$ cat config.mk
export PLATFORM = sky130hd
export DESIGN_NAME = lo_monitor
export DESIGN_NICKNAME = d
export VERILOG_FILES = /design/src/rtl/mixer_pkg.sv /design/src/rtl/sync_2ff.sv /design/src/rtl/lo_monitor.sv
export SDC_FILE = /design/constraint.sdc
export NUM_CORES = 1
export LEC_CHECK = 0
export CAP_MARGIN = 25
export CORE_MARGIN = 8
export CORE_UTILIZATION = 53
export CTS_BUF_LIST = sky130_fd_sc_hd__clkbuf_2 sky130_fd_sc_hd__clkbuf_4 sky130_fd_sc_hd__clkbuf_8
export CTS_CLUSTER_DIAMETER = 40
export DETAILED_ROUTE_END_ITERATION = 10
export PLACE_DENSITY_LB_ADDON = 0.1
export SYNTH_ARGS = -nofsm -noshare
export SYNTH_HDL_FRONTEND = slang
export SYNTH_SLANG_ARGS = --single-unit
$ cat constraint.sdc
create_clock -name clk -period 2.7 [get_ports clk]
set_clock_uncertainty 0.2 [all_clocks]
set_input_delay 0.54 -clock clk [delete_from_list [all_inputs] [get_ports clk]]
set_output_delay 0.54 -clock clk [all_outputs]
set_load 0.02 [all_outputs]
$ cat src/rtl/mixer_pkg.sv
// Shared types and constants for the mixer control blocks.
// Holds the LO monitor state encoding and its default counter width.
// No logic; no latency or backpressure of its own.
package mixer_pkg;

    typedef enum logic [1:0] {
        IDLE    = 2'd0,
        ARMED   = 2'd1,
        MEASURE = 2'd2
    } lo_mon_state_t;

    localparam int LO_CNT_W = 8;

endpackage

$ cat src/rtl/sync_2ff.sv
// One-bit two-flop synchronizer for an asynchronous level input.
// Latency: 2 clk edges from capture to q.
// Backpressure: none; free-running sampler.
module sync_2ff (
    input  logic clk,
    input  logic n_rst,
    input  logic d,
    output logic q
);

    logic meta_q;
    logic meta_d;
    logic sync_q;
    logic sync_d;

    always_comb begin
        meta_d = d;
        sync_d = meta_q;
    end

    always_ff @(posedge clk or negedge n_rst) begin
        if (!n_rst) begin
            meta_q <= 1'b0;
            sync_q <= 1'b0;
        end else begin
            meta_q <= meta_d;
            sync_q <= sync_d;
        end
    end

    assign q = sync_q;

endmodule

$ cat src/rtl/lo_monitor.sv
// LO pair observer: measures lo_p period/high time, tracks lock, flags overlap and stall.
// Latency: a lo_p rise captured at edge k updates period/valid at edge k+2.
// Backpressure: none; valid is a one-cycle report pulse with no ready.
module lo_monitor
    import mixer_pkg::*;
#(
    parameter int CNT_W   = LO_CNT_W,
    parameter int OVL_MIN = 2
) (
    input  logic             clk,
    input  logic             n_rst,
    input  logic             lo_p,
    input  logic             lo_n,
    input  logic             clear,
    output logic [CNT_W-1:0] period,
    output logic [CNT_W-1:0] high_time,
    output logic             valid,
    output logic             locked,
    output logic             fault_overlap,
    output logic             fault_stuck
);

    localparam logic [CNT_W-1:0] CNT_MAX = '1;
    localparam logic [CNT_W-1:0] CNT_ONE = CNT_W'(1);
    localparam int               OVL_W   = $clog2(OVL_MIN + 1);
    localparam logic [OVL_W-1:0] OVL_SAT = OVL_W'(OVL_MIN);

    logic sp;
    logic sn;

    sync_2ff u_sync_p (
        .clk   (clk),
        .n_rst (n_rst),
        .d     (lo_p),
        .q     (sp)
    );

    sync_2ff u_sync_n (
        .clk   (clk),
        .n_rst (n_rst),
        .d     (lo_n),
        .q     (sn)
    );

    lo_mon_state_t    state_q, state_d;
    logic             sp_d_q, sp_d_d;
    logic [CNT_W-1:0] cnt_q, cnt_d;
    logic [CNT_W-1:0] period_q, period_d;
    logic [CNT_W-1:0] high_time_q, high_time_d;
    logic             valid_q, valid_d;
    logic             locked_q, locked_d;
    logic [OVL_W-1:0] ovl_cnt_q, ovl_cnt_d;
    logic             fault_overlap_q, fault_overlap_d;
    logic             fault_stuck_q, fault_stuck_d;

    logic             rise;
    logic             fall;
    logic             both_hi;
    logic             ovl_set;
    logic             stuck_set;
    logic [CNT_W-1:0] cnt_inc;
    logic [CNT_W-1:0] diff;

    assign rise    = sp & ~sp_d_q;
    assign fall    = ~sp & sp_d_q;
    assign both_hi = sp & sn;
    assign cnt_inc = (cnt_q == CNT_MAX) ? cnt_q : cnt_q + CNT_ONE;
    // max - min keeps the difference unsigned without wrap
    assign diff    = (cnt_q >= period_q) ? (cnt_q - period_q) : (period_q - cnt_q);

    always_comb begin
        state_d     = state_q;
        sp_d_d      = sp;
        cnt_d       = cnt_q;
        period_d    = period_q;
        high_time_d = high_time_q;
        valid_d     = 1'b0;
        locked_d    = locked_q;
        stuck_set   = 1'b0;

        case (state_q)
            IDLE: begin
                cnt_d = '0;
                if (rise) begin
                    cnt_d   = CNT_ONE;
                    state_d = ARMED;
                end
            end
            ARMED, MEASURE: begin
                // a rise coinciding with saturation wins over the stall
                if (rise) begin
                    period_d = cnt_q;
                    valid_d  = 1'b1;
                    cnt_d    = CNT_ONE;
                    state_d  = MEASURE;
                    locked_d = (state_q == MEASURE) && (diff <= CNT_ONE);
                end else if (cnt_q == CNT_MAX) begin
                    stuck_set = 1'b1;
                    locked_d  = 1'b0;
                    cnt_d     = '0;
                    state_d   = IDLE;
                end else begin
                    cnt_d = cnt_inc;
                end
            end
            default: begin
                cnt_d    = '0;
                locked_d = 1'b0;
                state_d  = IDLE;
            end
        endcase

        if ((state_q != IDLE) && fall) begin
            high_time_d = cnt_q;
        end
    end

    always_comb begin
        ovl_cnt_d = '0;
        if (both_hi) begin
            ovl_cnt_d = (ovl_cnt_q == OVL_SAT) ? ovl_cnt_q : ovl_cnt_q + OVL_W'(1);
        end
        // fires on the cycle the run of overlap reaches OVL_MIN
        ovl_set         = both_hi && (ovl_cnt_q >= (OVL_SAT - OVL_W'(1)));
        fault_overlap_d = (fault_overlap_q & ~clear) | ovl_set;
        fault_stuck_d   = (fault_stuck_q & ~clear) | stuck_set;
    end

    always_ff @(posedge clk or negedge n_rst) begin
        if (!n_rst) begin
            state_q         <= IDLE;
            sp_d_q          <= 1'b0;
            cnt_q           <= '0;
            period_q        <= '0;
            high_time_q     <= '0;
            valid_q         <= 1'b0;
            locked_q        <= 1'b0;
            ovl_cnt_q       <= '0;
            fault_overlap_q <= 1'b0;
            fault_stuck_q   <= 1'b0;
        end else begin
            state_q         <= state_d;
            sp_d_q          <= sp_d_d;
            cnt_q           <= cnt_d;
            period_q        <= period_d;
            high_time_q     <= high_time_d;
            valid_q         <= valid_d;
            locked_q        <= locked_d;
            ovl_cnt_q       <= ovl_cnt_d;
            fault_overlap_q <= fault_overlap_d;
            fault_stuck_q   <= fault_stuck_d;
        end
    end

    assign period        = period_q;
    assign high_time     = high_time_q;
    assign valid         = valid_q;
    assign locked        = locked_q;
    assign fault_overlap = fault_overlap_q;
    assign fault_stuck   = fault_stuck_q;

endmodule
==> results.yml, run 1 <==
status:
  status: "finished clean"
clocking:
  cts_tree: "yes"
  ctsHtreeMaxLevel: 2
  clk_root_buffer_cell: "sky130_fd_sc_hd__clkbuf_8"
  numCtsBuffers: 5
  cts_sinks: 37
  clk_path_buf_depth: 2
  clock_pin_slew_reported_for_the_worst_setup_and_hold_paths_after_clock_tree_synthesis_ns: 0.07
  post-cts-setup-buffer-count: 0
  worstSkewPairLatency_ns: 0.29
worst_setup_path:
  timing.reg2reg.setup_slack_ns: 0.12
  worstPathArrival_ns: 2.61
  critical-path-top-delay-family: "compound AO/OA/AOI/OAI gates"
  worstPathRequired_ns: 2.72
  timing.critical_path.slowest_cell_delay_ns: 0.51
  timing_worst_setup_path_type: "reg2reg"
  timing.critical_path.cells: "inv_2, ha_4, inv_1, fa_2, xor2_1, a211oi_2, o311ai_1, a211o_1, or4_4, a21oi_2"
  worstSetupEndpointType: "register"
  timing.critical_path.slowest_stage_cell: "sky130_fd_sc_hd__or4_4"
  critical_path.n_buffers_inverters: 2
  crit_path_start_kind: "register"
  worst-path-max-fanout: 2
placed_design:
  post_detail_place_hpwl_um: 3740
  placement.cell_area_mm2: 0.00258
  placement.io_buffers: 24
  dpl_worst_slack_ns: -0.0606
  routabilityCongestion: 0.892
  placed_cell_count: 308
global_routing:
  grt_start_max_net_pins: 38
  antenna_found_initial: 0
  first_global_vias: 1772
  grt_first_pass_wirelength_um: 8160
  globalRouteOverflowTotal: 0
  track_usage: 0.158
layout:
  synthToLayoutAreaGrowth_pct: 23.3
  multiInputGateArea_mm2: 0.00121
  final_nets: 293
  fillers: 327
  stdcell_area_mm2: 0.00275
  layout.area.seq_um2: 926
  postLayoutCoreUtil: 0.683
  layout-drive-gt1-share: 0.162
  layoutNonFillerInstCount: 316
  num_antenna_cells: 0
routing:
  drc_errors: 0
  top_layer_used: "met4"
  avgViaCountPerCell: 5.41
  met2RoutedLength_um: 2360
  dr.first_iter.drc_count: 77
  wirelength_um: 4760
  met3WireLength_um: 143
  number_of_iterations_in_the_first_detailed_routing_pass: 4
  final_antenna_net_count: 0
  vias_post_dr: 1711
  wl_per_cell_um: 15.1
  met1_length_um: 2150
sta:
  maxSlewViolCount: 0
  max_freq_mhz: 387
  timing.max_slew.rel_slack: 0.461
  max_slew.worst_pin.slew_ns: 0.808
  period_minus_slack_ns: 2.58
  postLayoutSetupSlackWorst_ns: 0.116
  setup-violations-final: 0
  hold_vio_cnt_final: 0
  final_min_period_over_clock_period: 0.957
synthesis:
  ys.warnings.count: 0
  synthArstFlopShare: 1.00
  yosys_most_used_dff: "sky130_fd_sc_hd__dfrtp_1"
  number_of_distinct_library_cell_variants_in_the_gate_level_netlist_after_synthesis: 46
  area_contributors_post_synth: "sky130_fd_sc_hd__dfrtp_1 (41%), sky130_fd_sc_hd__ha_1 (12%), sky130_fd_sc_hd__inv_1 (4.7%)"
  synth_most_common_cell: "sky130_fd_sc_hd__dfrtp_1"
  ys_ff_latch: 37
  synthesis.area_per_instance_um2: 9.79
  ys_top_cells_by_count: "sky130_fd_sc_hd__dfrtp_1 (37), sky130_fd_sc_hd__inv_1 (28), sky130_fd_sc_hd__ha_1 (21), sky130_fd_sc_hd__nand2_1 (16)"
  mapped_cell_area_mm2: 0.00223
  synth-edff-count: 0
  post-synth-top-area-fraction: 0.415
  yosys.area.top_type: "sky130_fd_sc_hd__dfrtp_1"
  yosysSeqAreaShare: 0.415
  netlist_instances: 228
  synth_nets: 256
run:
  drv_cap: 0
power_and_ir_drop:
  total_leakage_power_uw: 0.00129
  power_density_mw_per_mm2: 892
  total_power_uw: 2450
  vdd.ir_drop.worst_mv: 0.545
hold_path:
  min_path_type: "in2async"
floorplan:
  row_count: 23
  design.portCount: 25
  fp.coreArea_mm2: 0.00403
  initial_utilization: 0.554
  floorplan.die.width_um: 80.9
  die_area_mm2: 0.00654
  die_h_um: 80.9
area by class of cell:
cell class	instances	area share
Inverter	28	0.0382
Sequential cell	37	0.336
Timing Repair Buffer	36	0.118
Multi-Input combinational cell	157	0.441
Clock inverter	2	0.0136
Clock buffer	6	0.0300
Tap cell	50	0.0227
registers in the layout, summed over array words and instances, names as in the netlist, 2 cells and up:
| name | count |
|---|---|
| state_q | 2 |
| period | 8 |
| ovl_cnt_q | 2 |
| high_time | 8 |
| cnt_q | 8 |
kinds of logic (layout without fill, tap and decap cells):
group	after synthesis	after routing	share of synthesized area
simple gates	63	63	0.144
compound gates	48	48	0.138
buf+inv	34	72	0.0645
fa+ha+maj	23	23	0.136
flops	37	37	0.415
mux	13	13	0.0633
xor+xnor	10	10	0.0392
placed cells by master, fill, tap and decap left out, types with 3 or more instances in the layout:
cell type	count
sky130_fd_sc_hd__xor2_1	3
sky130_fd_sc_hd__nand4_1	3
sky130_fd_sc_hd__a21oi_1	11
sky130_fd_sc_hd__clkdlybuf4s50_1	23
sky130_fd_sc_hd__a21o_1	3
sky130_fd_sc_hd__nand2_1	16
sky130_fd_sc_hd__mux2i_1	4
sky130_fd_sc_hd__ha_1	18
sky130_fd_sc_hd__xnor2_1	7
sky130_fd_sc_hd__clkbuf_8	6
sky130_fd_sc_hd__o21ai_0	13
sky130_fd_sc_hd__dfrtp_1	37
sky130_fd_sc_hd__mux2_2	8
sky130_fd_sc_hd__nand3_1	8
sky130_fd_sc_hd__nor2b_1	3
sky130_fd_sc_hd__inv_1	27
sky130_fd_sc_hd__and3_1	5
sky130_fd_sc_hd__buf_4	12
sky130_fd_sc_hd__nor2_1	13
sky130_fd_sc_hd__nor3_1	3
worst paths after layout:
path	from	endpoint	cells past startpoint
worst max-delay path	cnt_q[0]$_DFF_PN0_	locked$_DFFE_PN0P_	10
worst min-delay path	n_rst	high_time[1]$_DFFE_PN0P_	1
worst max register to register	cnt_q[0]$_DFF_PN0_	locked$_DFFE_PN0P_	10
worst min register to register	u_sync_n.meta_q$_DFF_PN0_	u_sync_n.q$_DFF_PN0_	0
max in group asynchronous	n_rst	cnt_q[1]$_DFF_PN0_	1
min in group clk	u_sync_n.meta_q$_DFF_PN0_	u_sync_n.q$_DFF_PN0_	0
per-layer routing:
| metal | vias up | global-route usage |
|---|---|---|
| met3 | 10 | 0.0320 |
| met1 | 825 | 0.191 |
| li1 | 852 | - |
| met5 | - | 0 |
| met2 | 24 | 0.269 |
| met4 | 0 | 0.0625 |
metrics by stage:
stage / TNS, ns / hold WS [ns]
4_1_cts: 0 / 0.158
5_1_grt: -0.0102 / 0.159
3_3_place_gp: 0 / 0.132
6_report: 0 / 0.137
2_1_floorplan: 0 / 0.0444
3_5_place_dp: -0.0606 / 0.138
power by group:
part	total, µW	switching (µW)	internal, µW	leakage (µW)
logic	1280	643	633	0.000741
registers	680	55.3	625	0.000496
clock network	499	199	300	0.0000574
worst reg2reg max path, cell delays in order, from the launching register on:
cell and delay, ns:
sky130_fd_sc_hd__dfrtp_1 0.39, sky130_fd_sc_hd__inv_2 0.08, sky130_fd_sc_hd__ha_4 0.13, sky130_fd_sc_hd__inv_1 0.05, sky130_fd_sc_hd__fa_2 0.34, sky130_fd_sc_hd__xor2_1 0.17
sky130_fd_sc_hd__a211oi_2 0.15, sky130_fd_sc_hd__o311ai_1 0.12, sky130_fd_sc_hd__a211o_1 0.24, sky130_fd_sc_hd__or4_4 0.51, sky130_fd_sc_hd__a21oi_2 0.14
timing repair:
| item | 4_1_cts | 5_1_grt |
|---|---|---|
| setup endpoints to repair | 1 | 1 |
| hold buffers | 0 | 0 |
| gates resized for setup | 3 | 10 |
| pin swaps | 1 | 1 |
| endpoints found under the hold margin | 0 | 0 |
Power figures use the tool's default switching activity.
==> run 2, diff against run 1 <==
Settings changed: CORE_UTILIZATION 53 to 40.
Clock period 2.7 ns to 3.1 ns, I/O delays scaled along.
==> run 2 against run 1 <==
Cell count is 3.2% higher. Register-to-register slack better by 0.14 ns. Via count is 3.7% lower. Clock-buffer cell count is 1 higher. Worst hold slack better by 0.018 ns. Critical endpoint unchanged. Highest routed layer unchanged.
==> results.yml, run 2 (same netlist as run 1, synthesis figures left out) <==
worst_setup_path:
  worstSetupEndpointType: "register"
  worstPathRequired_ns: 3.11
  crit_path_start_kind: "register"
  worst-path-max-fanout: 6
  timing_worst_setup_path_type: "reg2reg"
  worstPathArrival_ns: 2.86
sta:
  setup-violations-final: 0
  final_min_period_over_clock_period: 0.918
  maxSlewViolCount: 0
  postLayoutSetupSlackWorst_ns: 0.254
  grt_setup_unrepaired: "false"
  max_freq_mhz: 351
  hold_worst_slack_ns: 0.155
  setup_tns_ns: 0
  hold_vio_cnt_final: 0
  period_minus_slack_ns: 2.85
  max_slew.worst_pin.slew_ns: 0.836
  timing.max_slew.rel_slack: 0.443
global_routing:
  grt_start_max_net_pins: 38
  antenna_found_initial: 0
  first_global_vias: 1761
  globalRouteOverflowTotal: 0
  grt_first_pass_wirelength_um: 8290
  track_usage: 0.123
placed_design:
  placed_cell_count: 319
  post_detail_place_hpwl_um: 3630
  routabilityCongestion: 0.838
  placement.io_buffers: 24
  dpl_worst_slack_ns: 0.276
floorplan:
  fp.coreArea_mm2: 0.00544
  design.portCount: 25
  floorplan.die.width_um: 90.7
  row_count: 27
  die_area_mm2: 0.00823
  die_h_um: 90.7
  initial_utilization: 0.410
run:
  drv_cap: 0
power_and_ir_drop:
  vdd.ir_drop.worst_mv: 0.388
  total_leakage_power_uw: 0.00122
  power_report.internal_total_uw: 1180
  power_density_mw_per_mm2: 728
  seqPwrFrac: 0.320
  switchingPower_uw: 724
  switching_share: 0.380
  combinationalPowerShare: 0.498
  share_clk_of_total_power: 0.182
clocking:
  ctsHtreeMaxLevel: 2
  hold_buffers: 0
  clk_root_buffer_cell: "sky130_fd_sc_hd__clkbuf_8"
  cts_tree: "yes"
  numCtsBuffers: 5
  clk_path_buf_depth: 2
  clock_pin_slew_reported_for_the_worst_setup_and_hold_paths_after_clock_tree_synthesis_ns: 0.07
  post-cts-setup-buffer-count: 0
  cts_resized: 0
  worstSkewPairLatency_ns: 0.28
  cts_sinks: 37
layout:
  num_antenna_cells: 0
  layout-drive-gt1-share: 0.0827
  synthToLayoutAreaGrowth_pct: 17.2
  layout.cells.most_common_list: "sky130_fd_sc_hd__dfrtp_1 (37), sky130_fd_sc_hd__inv_1 (28), sky130_fd_sc_hd__clkdlybuf4s50_1 (23)"
  layoutNonFillerInstCount: 326
  layout_commonest_cell: "sky130_fd_sc_hd__dfrtp_1"
  final_nets: 282
  fillers: 532
routing:
  dr.first_iter.drc_count: 60
  final_antenna_net_count: 0
  drc_errors: 0
  wl_per_cell_um: 14.8
  vias_post_dr: 1648
  wirelength_um: 4810
  avgViaCountPerCell: 5.06
  number_of_iterations_in_the_first_detailed_routing_pass: 4
hold_path:
  min_path_type: "reg2reg"
status:
  status: "finished clean"
run 2: power groups by stage:
| stage | logic [µW] | registers, µW | clock network, µW |
|---|---|---|---|
| 2_1_floorplan | 676 | 646 | 0 |
| 3_3_place_gp | 947 | 618 | 0 |
| 3_5_place_dp | 944 | 620 | 0 |
| 4_1_cts | 951 | 610 | 360 |
| 5_1_grt | 1080 | 622 | 373 |
| 6_report | 950 | 609 | 347 |
run 2: cell type report:
cell class	instances	area (µm²)	area share
inverter	28	105	0.0402
clock buffer	7	90.1	0.0344
timing repair buffer	25	243	0.0928
sequential	37	926	0.354
tap	72	90.1	0.0344
multi-input combinational	157	1160	0.444
run 2: worst paths after layout:
kind / startpoint / end / slack [ns] / depth (start not counted)
min in group asynchronous: n_rst / period[3]$_DFFE_PN0P_ / 0.23 / 1
max in group asynchronous: n_rst / period[7]$_DFFE_PN0P_ / 1.94 / 1
worst min register to register: u_sync_n.meta_q$_DFF_PN0_ / u_sync_n.q$_DFF_PN0_ / 0.16 / 0
worst max-delay path: cnt_q[0]$_DFF_PN0_ / locked$_DFFE_PN0P_ / 0.25 / 10
worst min-delay path: u_sync_n.meta_q$_DFF_PN0_ / u_sync_n.q$_DFF_PN0_ / 0.16 / 0
worst max register to register: cnt_q[0]$_DFF_PN0_ / locked$_DFFE_PN0P_ / 0.25 / 10
run 2: per-stage QoR:
stage | util | area (µm²) | total power (µW)
6_report | 0.481 | 2620 | 1910
4_1_cts | 0.481 | 2620 | 1920
3_3_place_gp | 0.464 | 2530 | 1560
5_1_grt | 0.481 | 2620 | 2070
3_5_place_dp | 0.464 | 2530 | 1560
2_1_floorplan | - | 2230 | 1320
run 2: metal layers:
layer / vias to the layer above / GRT usage / wire length [µm]
met3: 5 / 0.0283 / 147
met4: 0 / 0.0485 / 61
li1: 832 / - / -
met2: 21 / 0.210 / 2290
met5: - / 0 / 0
met1: 790 / 0.144 / 2310
run 2: critical path, cell delays in order (launching register included):
cell,delay [ns]
sky130_fd_sc_hd__dfrtp_1,0.43
sky130_fd_sc_hd__inv_1,0.11
sky130_fd_sc_hd__ha_1,0.17
sky130_fd_sc_hd__inv_1,0.06
sky130_fd_sc_hd__fa_1,0.39
sky130_fd_sc_hd__xor2_1,0.17
sky130_fd_sc_hd__a211oi_1,0.20
sky130_fd_sc_hd__o311ai_0,0.15
sky130_fd_sc_hd__a211o_1,0.24
sky130_fd_sc_hd__or4_1,0.50
sky130_fd_sc_hd__a21oi_1,0.14
==> run 3, diff against run 2 <==
Settings changed: ABC_CLOCK_PERIOD_IN_PS from default to 3100.
==> results of run 3 <==
Final layout, timing and power as in run 2 (identical DEF).
